===== config.mk =====
export PLATFORM = sky130hd
export DESIGN_NAME = axi_burst_wr_master
export DESIGN_NICKNAME = d
export VERILOG_FILES = /design/src/rtl/axi_burst_wr_master_pkg.sv /design/src/rtl/axi_burst_wr_master.sv
export SDC_FILE = /design/constraint.sdc
export NUM_CORES = 1
export LEC_CHECK = 0
export CORE_MARGIN = 10
export CORE_UTILIZATION = 44
export CTS_BUF_LIST = sky130_fd_sc_hd__clkbuf_8
export DETAILED_ROUTE_END_ITERATION = 8
export PLACE_DENSITY_LB_ADDON = 0.08
export SLEW_MARGIN = 10
export SYNTH_ARGS = -nofsm -noshare
export SYNTH_HDL_FRONTEND = slang
export SYNTH_SLANG_ARGS = --single-unit

===== constraint.sdc =====
create_clock -name clk -period 11 [get_ports clk]
set_input_delay 1.1 -clock clk [delete_from_list [all_inputs] [get_ports clk]]
set_output_delay 1.1 -clock clk [all_outputs]
set_load 0.005 [all_outputs]

===== src/rtl/axi_burst_wr_master_pkg.sv =====
// Shared definitions for the DDR2 AXI user-side masters.
// Contents: the write-master FSM state encoding, and the default address,
// data and burst geometry. The read master and ddr2_ctrl use the same
// defaults.
package axi_burst_wr_master_pkg;

  localparam int DEF_ADDR_WIDTH = 27;  // row + col + bank
  localparam int DEF_DATA_WIDTH = 16;
  localparam int DEF_DATA_LEVEL = 2;   // columns advanced per beat
  localparam int DEF_WBURST_LEN = 8;
  localparam int DEF_RBURST_LEN = 8;

  typedef enum logic [1:0] {
    ST_IDLE = 2'd0,
    ST_AW   = 2'd1,
    ST_W    = 2'd2,
    ST_B    = 2'd3
  } wr_state_e;

endpackage


===== src/rtl/axi_burst_wr_master.sv =====
// axi_burst_wr_master
// This is the user-side write front end for the DDR2 controller. It takes
// one request (start address, length in beats) and splits it into AXI write
// bursts of at most WBURST_LEN beats. It keeps one burst outstanding at a time.
// The user supplies write data one beat per W handshake.
//
// Ports
//   clk, rstn      clock; synchronous reset, active HIGH (despite the name)
//   init_end       DDR2 init complete; gates wr_ready
//   axi_aw*        write address channel (awvalid/awready/awaddr/awlen)
//   axi_w*         write data channel (wvalid/wready/wlast/wdata)
//   axi_b*         write response channel (bvalid/bready)
//   wr_trig        user request, held until accepted
//   wr_addr/len    request start address / length in beats
//   wr_data        current user beat, passed straight to axi_wdata
//   wr_data_en     beat consumed; the user advances wr_data next cycle
//   wr_ready       idle and able to accept a request
//   wr_done        one-cycle pulse when the whole request has finished
module axi_burst_wr_master
  import axi_burst_wr_master_pkg::*;
#(
  parameter int ADDR_WIDTH = DEF_ADDR_WIDTH,
  parameter int DATA_WIDTH = DEF_DATA_WIDTH,
  parameter int DATA_LEVEL = DEF_DATA_LEVEL,
  parameter int WBURST_LEN = DEF_WBURST_LEN,
  parameter int RBURST_LEN = DEF_RBURST_LEN   // interface parity with read master
) (
  input  logic                  clk,
  input  logic                  rstn,
  input  logic                  init_end,
  output logic                  axi_awvalid,
  input  logic                  axi_awready,
  output logic [ADDR_WIDTH-1:0] axi_awaddr,
  output logic [7:0]            axi_awlen,
  output logic                  axi_wvalid,
  input  logic                  axi_wready,
  output logic                  axi_wlast,
  output logic [DATA_WIDTH-1:0] axi_wdata,
  input  logic                  axi_bvalid,
  output logic                  axi_bready,
  input  logic                  wr_trig,
  input  logic [7:0]            wr_len,
  input  logic [DATA_WIDTH-1:0] wr_data,
  output logic                  wr_data_en,
  input  logic [ADDR_WIDTH-1:0] wr_addr,
  output logic                  wr_ready,
  output logic                  wr_done
);

  localparam logic [8:0] WB_MAX = 9'(WBURST_LEN);

  // Size of the next burst: whatever is left, capped at WBURST_LEN.
  function automatic logic [8:0] burst_beats(input logic [7:0] rem);
    if ({1'b0, rem} > WB_MAX) return WB_MAX;
    return {1'b0, rem};
  endfunction

  wr_state_e             state;
  logic [ADDR_WIDTH-1:0] cur_addr;
  logic [7:0]            remaining;
  logic [7:0]            beat_cnt;

  logic [8:0]            cur_beats;   // beats in the burst now in flight
  logic [7:0]            rem_nxt;
  logic [8:0]            nxt_beats;
  logic [ADDR_WIDTH-1:0] addr_nxt;

  // The in-flight burst length comes back out of awlen, so no separate
  // register is needed. The remaining count is at most 255, so cur_beats
  // never reaches 256 and its low byte is exact.
  assign cur_beats = {1'b0, axi_awlen} + 9'd1;
  assign rem_nxt   = remaining - cur_beats[7:0];
  assign nxt_beats = burst_beats(rem_nxt);
  assign addr_nxt  = cur_addr + ADDR_WIDTH'(cur_beats * DATA_LEVEL);

  assign axi_wdata  = wr_data;
  assign wr_data_en = axi_wvalid & axi_wready;

  always_ff @(posedge clk) begin
    if (rstn) begin
      state       <= ST_IDLE;
      cur_addr    <= '0;
      remaining   <= '0;
      beat_cnt    <= '0;
      axi_awvalid <= 1'b0;
      axi_awaddr  <= '0;
      axi_awlen   <= '0;
      axi_wvalid  <= 1'b0;
      axi_wlast   <= 1'b0;
      axi_bready  <= 1'b0;
      wr_ready    <= 1'b0;
      wr_done     <= 1'b0;
    end else begin
      wr_done <= 1'b0;
      case (state)
        ST_IDLE: begin
          if (wr_trig && wr_ready) begin
            wr_ready  <= 1'b0;
            cur_addr  <= wr_addr;
            remaining <= wr_len;
            if (wr_len == 8'd0) begin
              wr_done <= 1'b1;
            end else begin
              state       <= ST_AW;
              axi_awvalid <= 1'b1;
              axi_awaddr  <= wr_addr;
              axi_awlen   <= 8'(burst_beats(wr_len) - 9'd1);
            end
          end else begin
            // During the wr_done pulse cycle wr_ready is still 0. It rises
            // on the following edge.
            wr_ready <= init_end;
          end
        end
        ST_AW: begin
          if (axi_awready) begin
            axi_awvalid <= 1'b0;
            beat_cnt    <= '0;
            axi_wvalid  <= 1'b1;
            axi_wlast   <= (axi_awlen == 8'd0);
            state       <= ST_W;
          end
        end
        ST_W: begin
          if (axi_wready) begin
            beat_cnt  <= beat_cnt + 8'd1;
            axi_wlast <= (8'(beat_cnt + 8'd1) == axi_awlen);
            if (axi_wlast) begin
              axi_wvalid <= 1'b0;
              axi_wlast  <= 1'b0;
              axi_bready <= 1'b1;
              state      <= ST_B;
            end
          end
        end
        ST_B: begin
          if (axi_bvalid) begin
            axi_bready <= 1'b0;
            remaining  <= rem_nxt;
            cur_addr   <= addr_nxt;
            if (rem_nxt == 8'd0) begin
              wr_done <= 1'b1;
              state   <= ST_IDLE;
            end else begin
              state       <= ST_AW;
              axi_awvalid <= 1'b1;
              axi_awaddr  <= addr_nxt;
              axi_awlen   <= 8'(nxt_beats - 9'd1);
            end
          end
        end
        default: state <= ST_IDLE;
      endcase
    end
  end

endmodule


==> impl_metrics.env, run 1 <==
export IMPL_pwr_density_cell_nw_per_um2=258
export IMPL_cts_setup_buffers=0
export IMPL_gp_congestion=0.829
export IMPL_wl_per_cell_um=18.1
export IMPL_routed_wl_met3_um=949
export IMPL_cts_resized=0
export IMPL_die_y_um=132
export IMPL_portBuffers=83
export IMPL_crit_fanout=6
export IMPL_syn_num_nets=760
export IMPL_clkLatencyLatePin_ns=0.38
export IMPL_ys_flop_type="dfxtp_1"
export IMPL_cts_tree="built"
export IMPL_drt_total_wl_um=16100
export IMPL_ctsHoldBuffers=0
export IMPL_syn_inst=676
export IMPL_drc_errors=0
export IMPL_layout_min_cycle_time_ns=4.33
export IMPL_pin_count=116
export IMPL_grt_start_max_net_pins=92
export IMPL_topRoutingLayerUsed="met4"
export IMPL_met2WireLength_um=7500
export IMPL_cts_root_buf="clkbuf_8"
export IMPL_wl_met1_um=7420
export IMPL_p_sw_uw=736
export IMPL_syn_to_final_growth_pct=17.1
export IMPL_drive_gt1_frac=0.0515
export IMPL_tns_ns=0
export IMPL_grt_pass1_vias=4978
export IMPL_yosys_cell_types_count=74
export IMPL_crit_path_start_kind="flop"
export IMPL_fin_crit_sh=0.393
export IMPL_fin_ws_ns=6.68
export IMPL_dp_hpwl_um=11300
export IMPL_final_common_cell="dfxtp_1"
export IMPL_hold_viol_final=0
export IMPL_ant_nets=0
export IMPL_status="finished, final reports clean"
export IMPL_synth_area_per_cell_um2=8.13
export IMPL_overflow=0
export IMPL_cp_end_kind="flop"
export IMPL_path_class="reg2reg"
export IMPL_initial_core_util=0.454
export IMPL_pwr_share_seq=0.306
export IMPL_grt_use_total=0.181
export IMPL_antenna_cells=0
export IMPL_cts_htree_levels=3
export IMPL_ir_worst_vdd_v=0.000106
export IMPL_nets=797
export IMPL_cts_buffers=9
export IMPL_clock_path_buffers=2
export IMPL_clk_pin_slew_ns=0.09
export IMPL_area_sequential_um2=1720
export IMPL_swShare=0.444
export IMPL_fillers=1220
export IMPL_placementRows=40
export IMPL_p_clk_frac=0.141
export IMPL_vias_per_cell=5.86
export IMPL_multi_input_area_um2=3380
export IMPL_drv_slew=0
export IMPL_seq_area_frac_synth=0.313
export IMPL_via_count=5193
export IMPL_min_path_type="reg2reg"
export IMPL_cp_arrival_ns=4.63
export IMPL_cp_required_ns=11.30
export IMPL_setup_viol_count_final=0
export IMPL_first_iter_violations=339
export IMPL_synth_edff_count=0
export IMPL_worst_pin_slew_ns=1.14
export IMPL_dieWidth_um=132
export IMPL_power_frac_comb=0.553
export IMPL_internal_power_uw=923
export IMPL_ys_ff_latch=86
export IMPL_fin_cells=886
export IMPL_grt_pass1_wl_um=26100
export IMPL_grt_setup_unrepaired="no"
export IMPL_max_cap_violations=0
export IMPL_syn_area_um2=5500
export IMPL_ys_warn_count=0
export IMPL_numClockSinks=86
export IMPL_final_cell_mix="dfxtp_1, clkdlybuf4s50_1, a21oi_1, nor2_1, nand2_1"
export IMPL_max_freq_ghz=0.231
export IMPL_dieArea_um2=17400
export IMPL_dpl_cell_area_um2=6240
export IMPL_coreArea_um2=12100
export IMPL_skew_ns=0.00912
export IMPL_async_reset_ff_frac=0
export IMPL_dr_pass1_iters=7
export IMPL_stdcell_area_um2=6440
export IMPL_leakage_uw=0.00231
export IMPL_placed_cells=870
export IMPL_post_place_ws_ns=6.72
export IMPL_maxSlewHeadroom=0.231
export IMPL_antenna_found_initial=0
flip-flops by register name (all words and copies together), names as in the netlist, 2 cells and up:
| signal | count |
|---|---|
| axi_awaddr | 27 |
| axi_awlen | 8 |
| beat_cnt | 8 |
| state | 2 |
| remaining | 8 |
| cur_addr | 27 |
per-stage QoR:
step | hold WS, ns | utilization | total power (uW)
6_report | 0.460 | 0.532 | 1660
3_5_place_dp | 0.449 | 0.515 | 1420
5_1_grt | 0.484 | 0.532 | 1790
4_1_cts | 0.462 | 0.532 | 1660
3_3_place_gp | 0.441 | 0.515 | 1410
2_1_floorplan | 0.432 | - | 1140
layout make-up:
cell class / instances / area share
clock buffers: 10 / 0.0214
clock inverters: 6 / 0.00952
inverters: 20 / 0.0117
multi-input cells: 509 / 0.524
flip-flops and latches: 86 / 0.267
well taps: 168 / 0.0327
repair buffers: 87 / 0.133
critical path, stage by stage, from the launching register on:
cell       delay, ns
dfxtp_1         0.57
nand4_2         0.20
inv_1           0.09
nand2_1         0.06
xnor2_1         0.28
inv_1           0.08
ha_1            0.37
inv_1           0.09
a221oi_1        0.33
a2bb2oi_1       0.24
o21ai_0         0.20
nor3_1          0.45
a22oi_1         0.13
ha_1            0.29
inv_1           0.09
nand2_1         0.05
or4_1           0.41
o211a_1         0.14
a211oi_2        0.20
path summary, 6_finish.rpt:
check | start | end | slack, ns | cells after the start
setup reg to reg | axi_awlen[5] | axi_awlen[2] | 6.68 | 18
hold reg to reg | remaining[0] | remaining[0] | 0.46 | 2
setup / recovery | axi_awlen[5] | axi_awlen[2] | 6.68 | 18
hold / removal | remaining[0] | remaining[0] | 0.46 | 2
synth_stat cells (all sizes together) (8+ instances only):
cell type,number,area share
clkbuf,24,0.017
nor3,22,0.020
mux2i,16,0.029
nand2b,9,0.010
a21oi,64,0.058
xnor2,23,0.038
buf,37,0.044
nand4,8,0.013
o21a,9,0.012
nand2,45,0.031
o211ai,12,0.016
a21o,9,0.012
xor2,17,0.027
a211oi,22,0.031
ha,24,0.055
nand3,30,0.027
nand3b,8,0.011
nor2,61,0.043
o21ai,35,0.032
inv,19,0.013
dfxtp,86,0.31
power groups by stage:
stage	clock [uW]	combinational, uW	sequential, uW
floorplan	0	657	483
global placement	0	893	513
detailed placement	0	908	514
CTS	242	914	508
global route	254	1010	524
finish	233	917	508
cells by family (layout without fill, tap and decap cells):
kind of cell,Yosys count,count (layout),share of synthesized area
simple gates,229,229,0.215
compound gates,197,197,0.239
mux,17,17,0.0312
flops,86,86,0.313
buf+inv,81,123,0.0746
xor+xnor,40,40,0.0651
fa+ha+maj,26,26,0.0619
routing by layer:
layer / vias to the layer above / global-route usage
met5: - / 0
met4: 0 / 0.0519
met3: 20 / 0.0488
met2: 185 / 0.291
met1: 2464 / 0.230
li1: 2524 / -
No activity file was read; power rests on OpenSTA's default activity.
==> run 2: changes to the inputs <==
==> constraint.sdc (replaced) <==
create_clock -name clk -period 4 [get_ports clk]
set_input_delay 0.4 -clock clk [delete_from_list [all_inputs] [get_ports clk]]
set_output_delay 0.4 -clock clk [all_outputs]
set_load 0.005 [all_outputs]
==> impl_metrics.env, run 2 (synthesis gave the netlist of run 1 again) <==
export IMPL_status="finished, final reports clean"
export IMPL_numClockSinks=86
export IMPL_antenna_found_initial=0
export IMPL_tns_ns=0
export IMPL_fin_crit_sh=0.952
export IMPL_path_common_cell="inv_1"
export IMPL_cts_buffers=9
export IMPL_gr_usage_met2=0.292
export IMPL_pin_count=116
export IMPL_setup_viol_count_final=0
export IMPL_die_y_um=132
export IMPL_ctsHoldBuffers=0
export IMPL_skew_ns=0.00598
export IMPL_coreArea_um2=12100
export IMPL_grt_use_total=0.183
export IMPL_clkLatencyLatePin_ns=0.38
export IMPL_drc_errors=0
export IMPL_cts_htree_levels=3
export IMPL_grt_start_max_net_pins=54
export IMPL_max_freq_ghz=0.263
export IMPL_dieArea_um2=17400
export IMPL_gp_congestion=0.894
export IMPL_leakage_uw=0.00243
export IMPL_overflow=0
export IMPL_critical_path_top_delay_family="compound AO/OA/AOI/OAI gates"
export IMPL_first_iter_violations=392
export IMPL_fillers=1181
export IMPL_cp_slowest_cell="or4_1"
export IMPL_cts_tree="built"
export IMPL_dr_pass1_iters=5
export IMPL_dieWidth_um=132
export IMPL_dp_hpwl_um=11600
export IMPL_nets=812
export IMPL_crit_fanout=8
export IMPL_ant_nets=0
export IMPL_via_count=5207
export IMPL_path_class="reg2reg"
export IMPL_met1_usage=0.241
export IMPL_clk_pin_slew_ns=0.09
export IMPL_reg_largest_list="axi_awaddr x27, cur_addr x27"
export IMPL_drv_slew=0
export IMPL_layout_min_cycle_time_ns=3.81
export IMPL_top_usage_layer="met2"
export IMPL_wl_per_cell_um=18.1
export IMPL_final_common_cell="dfxtp_1"
export IMPL_drive_gt1_frac=0.0915
export IMPL_worst_pin_slew_ns=0.995
export IMPL_hold_viol_final=0
export IMPL_clock_path_buffers=2
export IMPL_grt_pass1_vias=5074
export IMPL_antenna_cells=0
export IMPL_cp_num_buf_inv=3
export IMPL_crit_path_start_kind="flop"
export IMPL_cp_arrival_ns=4.11
export IMPL_syn_to_final_growth_pct=21.3
export IMPL_max_stage_delay_ns=0.41
export IMPL_ir_worst_vdd_v=0.000315
export IMPL_drt_total_wl_um=16300
export IMPL_placementRows=40
export IMPL_initial_core_util=0.454
export IMPL_crit_chain="inv_1 -> nor3_2 -> xor2_1 -> inv_1 -> ha_1 -> o21ai_2 -> nor2_1 -> o22a_2 -> xnor2_4 -> o41a_1 -> ha_1 -> inv_1 -> nand2_1 -> or4_1 -> o211a_1 -> a211oi_2"
export IMPL_grt_use_met3=0.0396
export IMPL_maxSlewHeadroom=0.337
export IMPL_final_cell_mix="dfxtp_1, clkdlybuf4s50_1, a21oi_1, nor2_1, nand2_1"
export IMPL_vias_per_cell=5.79
export IMPL_pwr_density_cell_nw_per_um2=721
export IMPL_finish_utilization=0.551
export IMPL_grt_setup_unrepaired="yes"
export IMPL_cp_end_kind="flop"
export IMPL_cp_required_ns=4.30
export IMPL_min_path_type="reg2reg"
export IMPL_grt_pass1_wl_um=26500
export IMPL_max_cap_violations=0
export IMPL_portBuffers=83
export IMPL_cts_root_buf="clkbuf_8"
-- run 2: cell types whose count changed in the layout (fill, tap and decap cells not counted), sizes merged --
cell,change
clkinv,-2
clkbuf,+1
buf,+15
clkinvlp,-1
inv,+1
-- run 2: final cells by class --
type | count | area (um^2) | share of cell area
Multi-Input combinational cell | 509 | 3470 | 0.521
Inverter | 20 | 75.1 | 0.0113
Clock buffer | 11 | 151 | 0.0227
Sequential cell | 86 | 1730 | 0.259
Clock inverter | 4 | 47.5 | 0.00713
Timing Repair Buffer | 102 | 981 | 0.147
Tap cell | 168 | 210 | 0.0315
-- run 2: per-layer routing --
| layer | vias to the layer above | routed length [um] |
|---|---|---|
| li1 | 2563 | - |
| met1 | 2475 | 7670 |
| met2 | 149 | 7580 |
| met3 | 20 | 817 |
| met4 | 0 | 262 |
| met5 | - | 0 |
-- run 2: where the power goes --
part | internal (uW) | switching (uW) | total [uW] | leakage, uW
registers | 1140 | 235 | 1380 | 0.000705
clock network | 317 | 325 | 643 | 0.000107
logic | 1240 | 1550 | 2790 | 0.00162
-- run 2: worst paths after layout --
check / endpoint / depth (start not counted) / from / slack (ns)
worst max-delay path: axi_awlen[2] / 16 / axi_awlen[0] / 0.19
worst min-delay path: axi_awaddr[3] / 1 / axi_awaddr[3] / 0.47
worst max register to register: axi_awlen[2] / 16 / axi_awlen[0] / 0.19
worst min register to register: axi_awaddr[3] / 1 / axi_awaddr[3] / 0.47
-- run 2: what timing repair did --
| action | 4_1_cts | 5_1_grt |
|---|---|---|
| setup endpoints to repair | 1 | 13 |
| buffers inserted | 0 | 4 |
| pin swaps | 0 | 4 |
| resized for setup | 1 | 21 |
| cloned | 0 | 0 |
-- run 2: metrics by stage --
step                hold WS [ns]  total power (uW)  setup slack (ns)  cells  instance area [um^2]
global route               0.483              5180           -0.0565    900                  6670
floorplan                  0.432              3140             0.377    676                  5500
CTS                        0.466              4660            0.0588    896                  6530
detailed placement         0.449              4000           -0.0317    881                  6330
finish                     0.469              4810             0.191    900                  6670
global placement           0.442              3960             0.175    881                  6330
==> run 3: changes to the inputs <==
--- a/config.mk
+++ b/config.mk
@@ -5,12 +5,12 @@
 export SDC_FILE = /design/constraint.sdc
 export NUM_CORES = 1
 export LEC_CHECK = 0
-export CORE_MARGIN = 10
 export CORE_UTILIZATION = 44
 export CTS_BUF_LIST = sky130_fd_sc_hd__clkbuf_8
 export DETAILED_ROUTE_END_ITERATION = 8
 export PLACE_DENSITY_LB_ADDON = 0.08
-export SLEW_MARGIN = 10
+export SLEW_MARGIN = 30
 export SYNTH_ARGS = -nofsm -noshare
 export SYNTH_HDL_FRONTEND = slang
 export SYNTH_SLANG_ARGS = --single-unit
+export TNS_END_PERCENT = 20
==> impl_metrics.env, run 3 (synthesis gave the netlist of run 1 again) <==
export IMPL_hold_viol_final=0
export IMPL_portBuffers=83
export IMPL_worst_pin_slew_ns=0.900
export IMPL_vias_per_cell=5.76
export IMPL_crit_path_start_kind="flop"
export IMPL_setup_viol_count_final=0
export IMPL_pwr_density_cell_nw_per_um2=713
export IMPL_initial_core_util=0.454
export IMPL_dpl_cell_area_um2=6350
export IMPL_cp_arrival_ns=4.24
export IMPL_dieArea_um2=12900
export IMPL_wl_per_cell_um=17.2
export IMPL_power_frac_comb=0.586
export IMPL_syn_to_final_growth_pct=20.6
export IMPL_fillers=1181
export IMPL_internal_power_uw=2640
export IMPL_placementRows=40
export IMPL_cts_root_buf="clkbuf_8"
export IMPL_die_y_um=114
export IMPL_max_freq_ghz=0.253
export IMPL_gp_congestion=0.903
export IMPL_crit_fanout=8
export IMPL_ir_worst_vdd_v=0.000315
export IMPL_grt_pass1_vias=5013
export IMPL_drive_gt1_frac=0.0886
export IMPL_clock_path_buffers=2
export IMPL_fin_crit_sh=0.987
export IMPL_p_clk_frac=0.122
export IMPL_cts_htree_levels=3
export IMPL_pwr_share_seq=0.293
export IMPL_skew_ns=0.0118
export IMPL_final_common_cell="dfxtp_1"
export IMPL_placed_cells=883
export IMPL_pin_count=116
export IMPL_ant_nets=0
export IMPL_dr_pass1_iters=7
export IMPL_layout_min_cycle_time_ns=3.95
export IMPL_drt_total_wl_um=15500
export IMPL_final_cell_mix="dfxtp_1, clkdlybuf4s50_1, a21oi_1, nor2_1, nand2_1"
export IMPL_multi_input_area_um2=3460
export IMPL_overflow=0
export IMPL_stdcell_area_um2=6630
export IMPL_leakage_uw=0.00242
export IMPL_dieWidth_um=114
export IMPL_coreArea_um2=12100
export IMPL_antenna_found_initial=0
export IMPL_numClockSinks=86
export IMPL_status="finished, final reports clean"
export IMPL_ctsHoldBuffers=0
export IMPL_cts_tree="built"
export IMPL_min_path_type="reg2reg"
export IMPL_via_count=5194
export IMPL_fin_cells=902
export IMPL_cts_buffers=9
export IMPL_first_iter_violations=344
export IMPL_clkLatencyLatePin_ns=0.38
export IMPL_grt_start_max_net_pins=51
export IMPL_fin_hold_ws_ns=0.468
export IMPL_path_class="reg2reg"
export IMPL_grt_pass1_wl_um=25400
export IMPL_maxSlewHeadroom=0.400
export IMPL_nets=813
export IMPL_p_sw_uw=2090
export IMPL_antenna_cells=0
export IMPL_drv_slew=0
export IMPL_area_sequential_um2=1730
export IMPL_grt_use_total=0.252
export IMPL_max_cap_violations=0
export IMPL_dp_hpwl_um=11000
export IMPL_cp_required_ns=4.30
export IMPL_drc_errors=0
export IMPL_cp_end_kind="flop"
export IMPL_clk_pin_slew_ns=0.09
export IMPL_swShare=0.442
export IMPL_reg_largest_list="axi_awaddr x27, cur_addr x27"
run 3: worst max-delay path, stage by stage (launching register included):
cell,delay (ns)
dfxtp_1,0.36
inv_1,0.13
nor3_1,0.27
xor2_1,0.23
inv_1,0.09
ha_1,0.40
o21ai_2,0.21
nor2_1,0.08
o22a_2,0.26
xnor2_4,0.19
nor3_1,0.37
a22oi_1,0.16
ha_2,0.26
inv_1,0.08
nand2_1,0.04
or4_1,0.40
o211a_1,0.14
a211oi_2,0.20
run 3: through the flow:
stage	utilization	power (uW)	setup WS [ns]	setup TNS (ns)
floorplan	-	3140	0.377	0
global placement	0.524	3980	0.203	0
detailed placement	0.525	4030	-0.0103	-0.0103
CTS	0.540	4670	0.0180	0
global route	0.548	5110	-0.112	-0.112
finish	0.548	4730	0.0535	0
run 3: worst paths after layout:
| path | from | endpoint | slack [ns] | cells after the start |
|---|---|---|---|---|
| setup / recovery | axi_awlen[0] | axi_awlen[2] | 0.05 | 17 |
| hold / removal | cur_addr[8] | cur_addr[8] | 0.47 | 2 |
| setup reg to reg | axi_awlen[0] | axi_awlen[2] | 0.05 | 17 |
| hold reg to reg | cur_addr[8] | cur_addr[8] | 0.47 | 2 |
run 3: area by class of cell:
| type | count | area share |
|---|---|---|
| multi-input combinational | 509 | 0.521 |
| timing repair buffer | 103 | 0.149 |
| tap | 168 | 0.0317 |
| clock buffer | 10 | 0.0208 |
| sequential | 86 | 0.261 |
| clock inverter | 6 | 0.00566 |
| inverter | 20 | 0.0113 |
run 3: power groups by stage:
stage | sequential (uW) | combinational [uW] | clock (uW)
3_5_place_dp | 1390 | 2640 | 0
3_3_place_gp | 1390 | 2590 | 0
2_1_floorplan | 1330 | 1810 | 0
5_1_grt | 1430 | 3050 | 631
6_report | 1380 | 2770 | 575
4_1_cts | 1380 | 2690 | 602
run 3: per-layer routing:
layer,wire [um],vias to the layer above,global-route usage
met3,923,23,0.0600
met1,7060,2443,0.330
met2,7310,166,0.406
li1,-,2562,-
met5,0,-,0
met4,254,0,0.0892
run 3: what timing repair did:
item	in CTS	in global routing
buffers inserted	0	3
resized for setup	2	15
pin swaps	0	4
endpoints found under the setup margin	1	2
